**config.mk**
```make
export PLATFORM = sky130hd
export DESIGN_NAME = amber_hazard_scoreboard
export DESIGN_NICKNAME = d
export VERILOG_FILES = /design/src/rtl/amber_hazard_scoreboard.sv
export SDC_FILE = /design/constraint.sdc
export NUM_CORES = 1
export LEC_CHECK = 0
export ABC_AREA = 1
export ABC_CLOCK_PERIOD_IN_PS = 1600
export BUFFER_PORTS_ARGS = -buffer_cell sky130_fd_sc_hd__buf_2
export CORE_AREA = 3 3 119 75
export DETAILED_ROUTE_END_ITERATION = 10
export DIE_AREA = 0 0 122 78
export PLACE_DENSITY = 0.8
export SLEW_MARGIN = 0
export SYNTH_ARGS = -nofsm -noshare
export SYNTH_HDL_FRONTEND = slang
export SYNTH_SLANG_ARGS = --single-unit
export TNS_END_PERCENT = 10
```
**constraint.sdc**
```tcl
create_clock -name iw_clk -period 1.6 [get_ports iw_clk]
set_input_delay 0 -clock iw_clk [delete_from_list [all_inputs] [get_ports iw_clk]]
set_output_delay 0 -clock iw_clk [all_outputs]
set_load 0.05 [all_outputs]
```
**src/rtl/amber_hazard_scoreboard.sv**
```systemverilog
// Hazard scoreboard for the amber core: tracks in-flight writers, forwards the youngest match
// and stalls on load-use. Define AMBER_HAZARD_PERF_EN to build the stall performance counters.
module amber_hazard_scoreboard #(
  parameter int unsigned DATA_W     = 24,
  parameter int unsigned ADDR_W     = 4,
  parameter int unsigned NUM_SRC    = 2,
  parameter int unsigned FWD_DEPTH  = 4,
  parameter int unsigned LOAD_STALL = 3
) (
  input  logic                          iw_clk,
  input  logic                          iw_rst_n,
  input  logic                          iw_flush,
  input  logic                          iw_id_valid,
  input  logic [NUM_SRC-1:0]            iw_id_src_en,
  input  logic [NUM_SRC*ADDR_W-1:0]     iw_id_src_addr,
  input  logic                          iw_id_tgt_en,
  input  logic [ADDR_W-1:0]             iw_id_tgt_addr,
  input  logic                          iw_id_is_load,
  input  logic [FWD_DEPTH*DATA_W-1:0]   iw_stg_result,
  output logic                          ow_stall,
  output logic [NUM_SRC-1:0]            ow_fwd_hit,
  output logic [NUM_SRC*DATA_W-1:0]     ow_fwd_data,
  output logic [15:0]                   ow_stall_events,
  output logic [15:0]                   ow_stall_cycles
);

  localparam int unsigned CntW = (LOAD_STALL > 1) ? $clog2(LOAD_STALL) : 1;

  typedef enum logic [0:0] {StIdle, StStall} state_e;

  state_e               state_q, state_d;
  logic [CntW-1:0]      cnt_q, cnt_d;
  logic [FWD_DEPTH-1:0] vld_q, load_q;
  logic [ADDR_W-1:0]    addr_q [FWD_DEPTH];
  logic [NUM_SRC-1:0]   found;
  logic                 hazard;
  logic                 stall;
  logic                 issue;

  // Youngest matching stage wins; only a non-ready load in stage 0 raises a stall.
  always_comb begin
    ow_fwd_hit  = '0;
    ow_fwd_data = '0;
    found       = '0;
    hazard      = 1'b0;
    for (int unsigned k = 0; k < NUM_SRC; k++) begin
      for (int unsigned s = 0; s < FWD_DEPTH; s++) begin
        if (!found[k] && iw_id_src_en[k] && vld_q[s] &&
            (addr_q[s] == iw_id_src_addr[k*ADDR_W +: ADDR_W])) begin
          found[k] = 1'b1;
          if (!load_q[s] || (s >= LOAD_STALL)) begin
            ow_fwd_hit[k]                  = 1'b1;
            ow_fwd_data[k*DATA_W +: DATA_W] = iw_stg_result[s*DATA_W +: DATA_W];
          end else if (s == 0) begin
            hazard = 1'b1;
          end
        end
      end
    end
  end

  always_comb begin
    state_d = state_q;
    cnt_d   = cnt_q;
    stall   = 1'b0;
    unique case (state_q)
      StIdle: begin
        stall = hazard & iw_id_valid;
        // The detection cycle is itself a stall cycle, so STALL covers the remaining ones.
        if (hazard && iw_id_valid && !iw_flush && (LOAD_STALL > 1)) begin
          state_d = StStall;
          cnt_d   = CntW'(LOAD_STALL - 1);
        end
      end
      StStall: begin
        stall = 1'b1;
        cnt_d = cnt_q - CntW'(1);
        if (iw_flush || (cnt_d == '0)) begin
          state_d = StIdle;
        end
      end
      default: begin
        state_d = StIdle;
      end
    endcase
    if (iw_flush) begin
      stall = 1'b0;
    end
  end

  assign ow_stall = stall;
  assign issue    = iw_id_valid & iw_id_tgt_en & ~stall & ~iw_flush;

  always_ff @(posedge iw_clk or negedge iw_rst_n) begin
    if (!iw_rst_n) begin
      state_q <= StIdle;
      cnt_q   <= '0;
    end else begin
      state_q <= state_d;
      cnt_q   <= cnt_d;
    end
  end

  always_ff @(posedge iw_clk or negedge iw_rst_n) begin
    if (!iw_rst_n) begin
      vld_q  <= '0;
      load_q <= '0;
      for (int unsigned s = 0; s < FWD_DEPTH; s++) begin
        addr_q[s] <= '0;
      end
    end else begin
      vld_q     <= iw_flush ? '0 : {vld_q[FWD_DEPTH-2:0], issue};
      load_q    <= {load_q[FWD_DEPTH-2:0], iw_id_is_load};
      addr_q[0] <= iw_id_tgt_addr;
      for (int unsigned s = 1; s < FWD_DEPTH; s++) begin
        addr_q[s] <= addr_q[s-1];
      end
    end
  end

`ifdef AMBER_HAZARD_PERF_EN
  logic [15:0] events_q;
  logic [15:0] cycles_q;
  logic        stall_start;

  assign stall_start = (state_q == StIdle) & stall;

  always_ff @(posedge iw_clk or negedge iw_rst_n) begin
    if (!iw_rst_n) begin
      events_q <= '0;
      cycles_q <= '0;
    end else begin
      if (stall_start && (events_q != 16'hFFFF)) begin
        events_q <= events_q + 16'd1;
      end
      if (stall && (cycles_q != 16'hFFFF)) begin
        cycles_q <= cycles_q + 16'd1;
      end
    end
  end

  assign ow_stall_events = events_q;
  assign ow_stall_cycles = cycles_q;
`else
  assign ow_stall_events = '0;
  assign ow_stall_cycles = '0;
`endif

endmodule

```
==> impl_metrics.json, run 1 <==
{
  "tightest_slew_ps": 588,
  "clock_sinks": 26,
  "slew_headroom_pct": 60.8,
  "setup.worst_path.end_class": "primary output",
  "final_util_pct": 73.2,
  "cp_data_required_time_ps": 1600,
  "cts_tree": "done",
  "fp.dieArea_um2": 9520,
  "cts.clk_slew.worst_paths_ps": 70,
  "ys_top_cells_by_count": "185 x nand2_1, 109 x nand3_1, 91 x nor2_1",
  "hp-class": "primary input to flip-flop",
  "synth_most_common_cell": "nand2_1",
  "htreeDepth": 1,
  "core.rowCount": 25,
  "fin_hold_ws_ps": 115,
  "multiInputGateArea_um2": 2790,
  "routabilityCongestion": 0.922,
  "grt_start_max_net_pins": 36,
  "powerDensity_nw_per_um2": 393,
  "finalMaxSlewViolations": 0,
  "antenna_found_initial": 0,
  "synthArstFlopShare_pct": 100,
  "synthesis.instances": 629,
  "grt.total_usage_pct": 29.8,
  "pin_count": 199,
  "routed_wl_mm": 15.6,
  "syn_avg_cell_area_um2": 5.75,
  "setup_ws_ps": -452,
  "finalHoldViolCount": 0,
  "finClkSkew_ps": 2.55,
  "arrival_ps": 2050,
  "synthTopCellsByArea": "nand2_1 19%, dfrtp_1 18%, nand3_1 15%, nor2_1 9.4%, buf_4 7.7%",
  "start_util_pct": 46.1,
  "synth_top_area_share_pct": 19.2,
  "wl_met3_mm": 1.76,
  "dpl.hpwl_mm": 11.3,
  "drc": 0,
  "diodes": 0,
  "route.met2.wl_mm": 7.36,
  "cp-start-kind": "flip-flop",
  "ir_worst_vdd_mv": 0.537,
  "fin_crit_ps": 2050,
  "yosysSeqAreaShare_pct": 18.0,
  "drive_above_1_share_pct": 42.4,
  "viasPerCell": 5.50,
  "ys.flop_type": "dfrtp_1",
  "routed.top_layer": "met4",
  "leakagePower_nw": 3.23,
  "grt_pass1_vias": 4840,
  "die_x_um": 122,
  "vias": 5160,
  "grt_overflow": 0,
  "drt-met1-wl_mm": 6.19,
  "final-setup-viol-count": 54,
  "cts_buffers": 3,
  "core-area_um2": 7850,
  "synth_top_cell_by_area": "nand2_1",
  "grt_pass1_wl_mm": 23.1,
  "max_cap_violations": 0,
  "fillCellCount": 622,
  "areaGrowthSynthToFinish_pct": 58.8,
  "firstDrtPassIters": 6,
  "drtIter0Drc": 651,
  "regArea_um2": 652,
  "rsz0062_at_grt": "true",
  "die_height_um": 78,
  "worst-setup-path-type": "flip-flop to primary output",
  "finalCritPeriodShare_pct": 128,
  "ys_types": 36,
  "max_freq_ghz": 0.487,
  "cts-root-buf": "clkbuf_16",
  "wire_per_inst_um": 16.6,
  "ant_nets": 0,
  "worstPathMaxFanout": 7,
  "clockBufferDepth": 2,
  "status": "finished, violations left",
  "insertion_delay_ps": 260,
  "synth.cell_area_um2": 3620,
  "io_buffers": 166,
  "synth_warnings": 0,
  "violations": "setup timing",
  "layout.nets": 948,
  "synth.ff_latch_count": 26,
  "synth_enable_flop_cells": 0
}
## sequential cells by signal, indices dropped and copies added, names as in the netlist
signal   cells
load_q       3
vld_q        4
state_q      1
addr_q      16
cnt_q        2
## where the power goes
part           total, mW  switching, mW  internal (mW)
sequential         0.729         0.0384          0.691
clock              0.733          0.236          0.498
combinational      0.796          0.538          0.258
total               2.26          0.812           1.45
## critical path: stages, from the launching register on
cell     delay (ps)
dfrtp_1         420
nand2_1         110
nand3_2         100
nor2_4          210
nand2_4         120
nand2_4         100
nor2_8           50
nand2_4         120
buf_6           150
nor2_1           50
nor2_2          160
buf_6           180
## path summary, 6_finish.rpt
check	from	endpoint	slack, ps	cells past startpoint
worst max-delay path	addr_q[12]	ow_fwd_data[12]	-450	11
worst min-delay path	iw_id_valid	cnt_q[1]	120	3
worst max register to register	addr_q[12]	cnt_q[0]	-40	9
worst min register to register	addr_q[5]	addr_q[1]	400	0
max in group asynchronous	iw_rst_n	addr_q[9]	910	2
min in group asynchronous	iw_rst_n	state_q	270	2
## final cells by class
class | count | area share (%)
multi-input cells | 506 | 48.6
inverters | 72 | 5.36
well taps | 108 | 2.35
repair buffers | 221 | 30.4
flip-flops and latches | 26 | 11.3
repair inverters | 1 | 0.196
clock inverters | 1 | 0.523
clock buffers | 3 | 1.31
## logic make-up after synthesis
kind of cell | after synthesis | synth area share, %
compound gates | 37 | 6.12
xor+xnor | 9 | 2.18
simple gates | 427 | 54.1
buf+inv | 128 | 19.1
fa+ha+maj | 1 | 0.346
other cells | 1 | 0.104
flops | 26 | 18.0
## per-layer routing
| metal | GRT usage, % | up-vias |
|---|---|---|
| met5 | 0 | - |
| met2 | 50.2 | 403 |
| met1 | 39.6 | 2380 |
| met4 | 7.27 | 0 |
| met3 | 5.03 | 46 |
| li1 | - | 2331 |
## per-stage QoR
step	cells	cell area (um^2)	total power [mW]	worst slack, ps	setup TNS, ps
6_report	938	5750	2.26	-452	-18530
5_1_grt	938	5750	2.34	-534	-24070
4_1_cts	937	5460	2.21	-387	-16880
3_5_place_dp	917	4750	1.43	-234	-8880
3_3_place_gp	917	4750	1.41	-159	-5200
2_1_floorplan	660	3810	1.20	-118	-3880
## repair_timing
action,in CTS,in global routing
cloned,1,0
buffers inserted,6,1
pin swaps,18,33
gates resized for setup,149,80
hold buffers,9,0
setup endpoints to repair,54,55
endpoints found under the hold margin,35,0
## layout by cell type (no fill, tap or decap), drive strengths merged, types with 2 or more instances in the layout
| cell | instances |
|---|---|
| xnor2 | 8 |
| nand3b | 5 |
| nor2 | 103 |
| a22oi | 3 |
| nand2 | 194 |
| nor3 | 7 |
| a21oi | 9 |
| o21ai | 20 |
| o2111ai | 2 |
| dfrtp | 26 |
| clkinv | 2 |
| nand3 | 112 |
| inv | 71 |
| dlygate4sd3 | 9 |
| buf | 212 |
| nand4 | 6 |
| conb | 32 |
| clkbuf | 3 |
Power figures use the tool's default switching activity.
==> run 2, diff against run 1 <==
- PLACE_DENSITY: 0.8 -> 0.91
==> impl_metrics.json, run 2 (synthesis results as in run 1) <==
{
  "status": "finished, violations left",
  "violations": "setup timing",
  "cts_tree": "done",
  "slowest_stage": "dfrtp_1",
  "cp_top_family": "simple AND/OR/NAND/NOR gates",
  "setup_tns_ps": -21740,
  "finalHoldViolCount": 0,
  "largest_register": "addr_q",
  "grt_start_max_net_pins": 36,
  "wire_per_inst_um": 16.2,
  "final_util_pct": 71.0,
  "firstDrtPassIters": 5,
  "max_cap_violations": 0,
  "arrival_ps": 2070,
  "final_common_cell": "nand2_1",
  "power.share.clock_pct": 32.3,
  "routabilityCongestion": 0.969,
  "diodes": 0,
  "finalCritPeriodShare_pct": 129,
  "fin_hold_ws_ps": 4.80,
  "worstPathMaxFanout": 4,
  "start_util_pct": 46.1,
  "clockBufferDepth": 2,
  "vias": 4913,
  "areaGrowthSynthToFinish_pct": 54.0,
  "crit_chain": "inv_2 > nand2_1 > nand3_2 > nor2_4 > nand2_4 > buf_4 > buf_4 > o21ai_0 > o21ai_1 > nand3_2 > buf_8",
  "fp.dieArea_um2": 9520,
  "cts_buffers": 3,
  "pwr-share-comb_pct": 35.1,
  "path_buf_inv": 4,
  "clock_sinks": 26,
  "powerDensity_nw_per_um2": 403,
  "max_freq_ghz": 0.484,
  "finClkSkew_ps": 3.38,
  "placedCellCount": 917,
  "cp_data_required_time_ps": 1600,
  "die_x_um": 122,
  "p_sw_uw": 799,
  "core-area_um2": 7850,
  "leakagePower_nw": 3.21,
  "finalMaxSlewViolations": 0,
  "dpl.hpwl_mm": 10.8,
  "setup_ws_ps": -466,
  "htreeDepth": 1,
  "layout_common_cells": "173 x nand2_1, 116 x buf_2, 94 x nand3_1",
  "core.rowCount": 25,
  "io_buffers": 166,
  "regArea_um2": 653,
  "pin_count": 199,
  "crit_path_max_incr_delay_ps": 410,
  "drive_above_1_share_pct": 40.5,
  "final_cells": 943,
  "fin_crit_ps": 2070,
  "p_seq_share_pct": 32.6,
  "ir_worst_vdd_mv": 0.481,
  "drtIter0Drc": 472,
  "grt.total_usage_pct": 29.7,
  "grt_overflow": 0,
  "worst-setup-path-type": "flip-flop to primary output",
  "setup.worst_path.end_class": "primary output",
  "swShare_pct": 35.6,
  "cts-root-buf": "clkbuf_16",
  "hp-class": "primary input to flip-flop",
  "cts.clk_slew.worst_paths_ps": 60,
  "largest_register_ffs": 16,
  "tightest_slew_ps": 570,
  "insertion_delay_ps": 260,
  "antenna_found_initial": 0,
  "layout.nets": 953,
  "pre_cts_ws_ps": -285,
  "viasPerCell": 5.21,
  "reg_top3": "addr_q (16), vld_q (4), load_q (3)",
  "grt_pass1_vias": 4664,
  "cp-start-kind": "flip-flop",
  "drc": 0,
  "ant_nets": 0,
  "die_height_um": 78,
  "slew_headroom_pct": 62.0,
  "grt_pass1_wl_mm": 22.9,
  "rsz0062_at_grt": "true",
  "multiInputGateArea_um2": 2690,
  "p_int_mw": 1.45,
  "fillCellCount": 661,
  "final-setup-viol-count": 55,
  "routed_wl_mm": 15.3
}
-- run 2: power by group through the flow --
stage | Clock [mW] | Combinational (mW) | Sequential [mW]
after floorplan | 0 | 0.471 | 0.727
after global placement | 0 | 0.679 | 0.737
after detailed placement | 0 | 0.684 | 0.739
after CTS | 0.737 | 0.733 | 0.728
after global routing | 0.764 | 0.839 | 0.736
final | 0.727 | 0.788 | 0.733
-- run 2: what timing repair did --
action | CTS | global route
pin swaps | 9 | 25
endpoints found under the hold margin | 35 | 0
gates resized for setup | 134 | 40
gates cloned | 0 | 2
endpoints found under the setup margin | 55 | 55
hold buffers | 8 | 0
buffers inserted | 4 | 8
-- run 2: final cells by class --
cell class	instances	share of cell area (%)
clock buffers	3	1.35
multi-input cells	507	48.2
inverters	72	5.21
well taps	108	2.42
flip-flops and latches	26	11.7
repair buffers	226	30.5
clock inverters	1	0.539
-- run 2: metrics by stage --
step | cell area, um^2 | total power [mW]
2_1_floorplan | 3810 | 1.20
3_3_place_gp | 4760 | 1.42
3_5_place_dp | 4760 | 1.42
4_1_cts | 5360 | 2.20
5_1_grt | 5570 | 2.34
6_report | 5570 | 2.25
-- run 2: path summary, 6_finish.rpt --
kind	startpoint	endpoint	depth (start not counted)	slack, ps
max reg2reg	addr_q[13]	cnt_q[0]	10	-90
min	iw_id_valid	vld_q[0]	3	5
min in group asynchronous	iw_rst_n	load_q[0]	2	270
max in group asynchronous	iw_rst_n	addr_q[11]	2	930
max	addr_q[13]	ow_fwd_data[13]	11	-470
min reg2reg	addr_q[11]	addr_q[7]	0	450
-- run 2: worst reg2reg max path: stages, from the launching register on --
cell	delay [ps]
dfrtp_1	410
inv_2	80
nand2_1	100
nand3_2	110
nor2_4	210
nand2_4	110
buf_6	150
nand2_2	60
nand4_1	150
nand2_1	130
a21oi_1	60
-- run 2: layer usage --
layer | wire length, um | vias up | track usage (%)
li1 | - | 2333 | -
met1 | 5980 | 2184 | 39.3
met2 | 7050 | 346 | 49.8
met3 | 1790 | 50 | 6.41
met4 | 424 | 0 | 5.93
met5 | 0 | - | 0
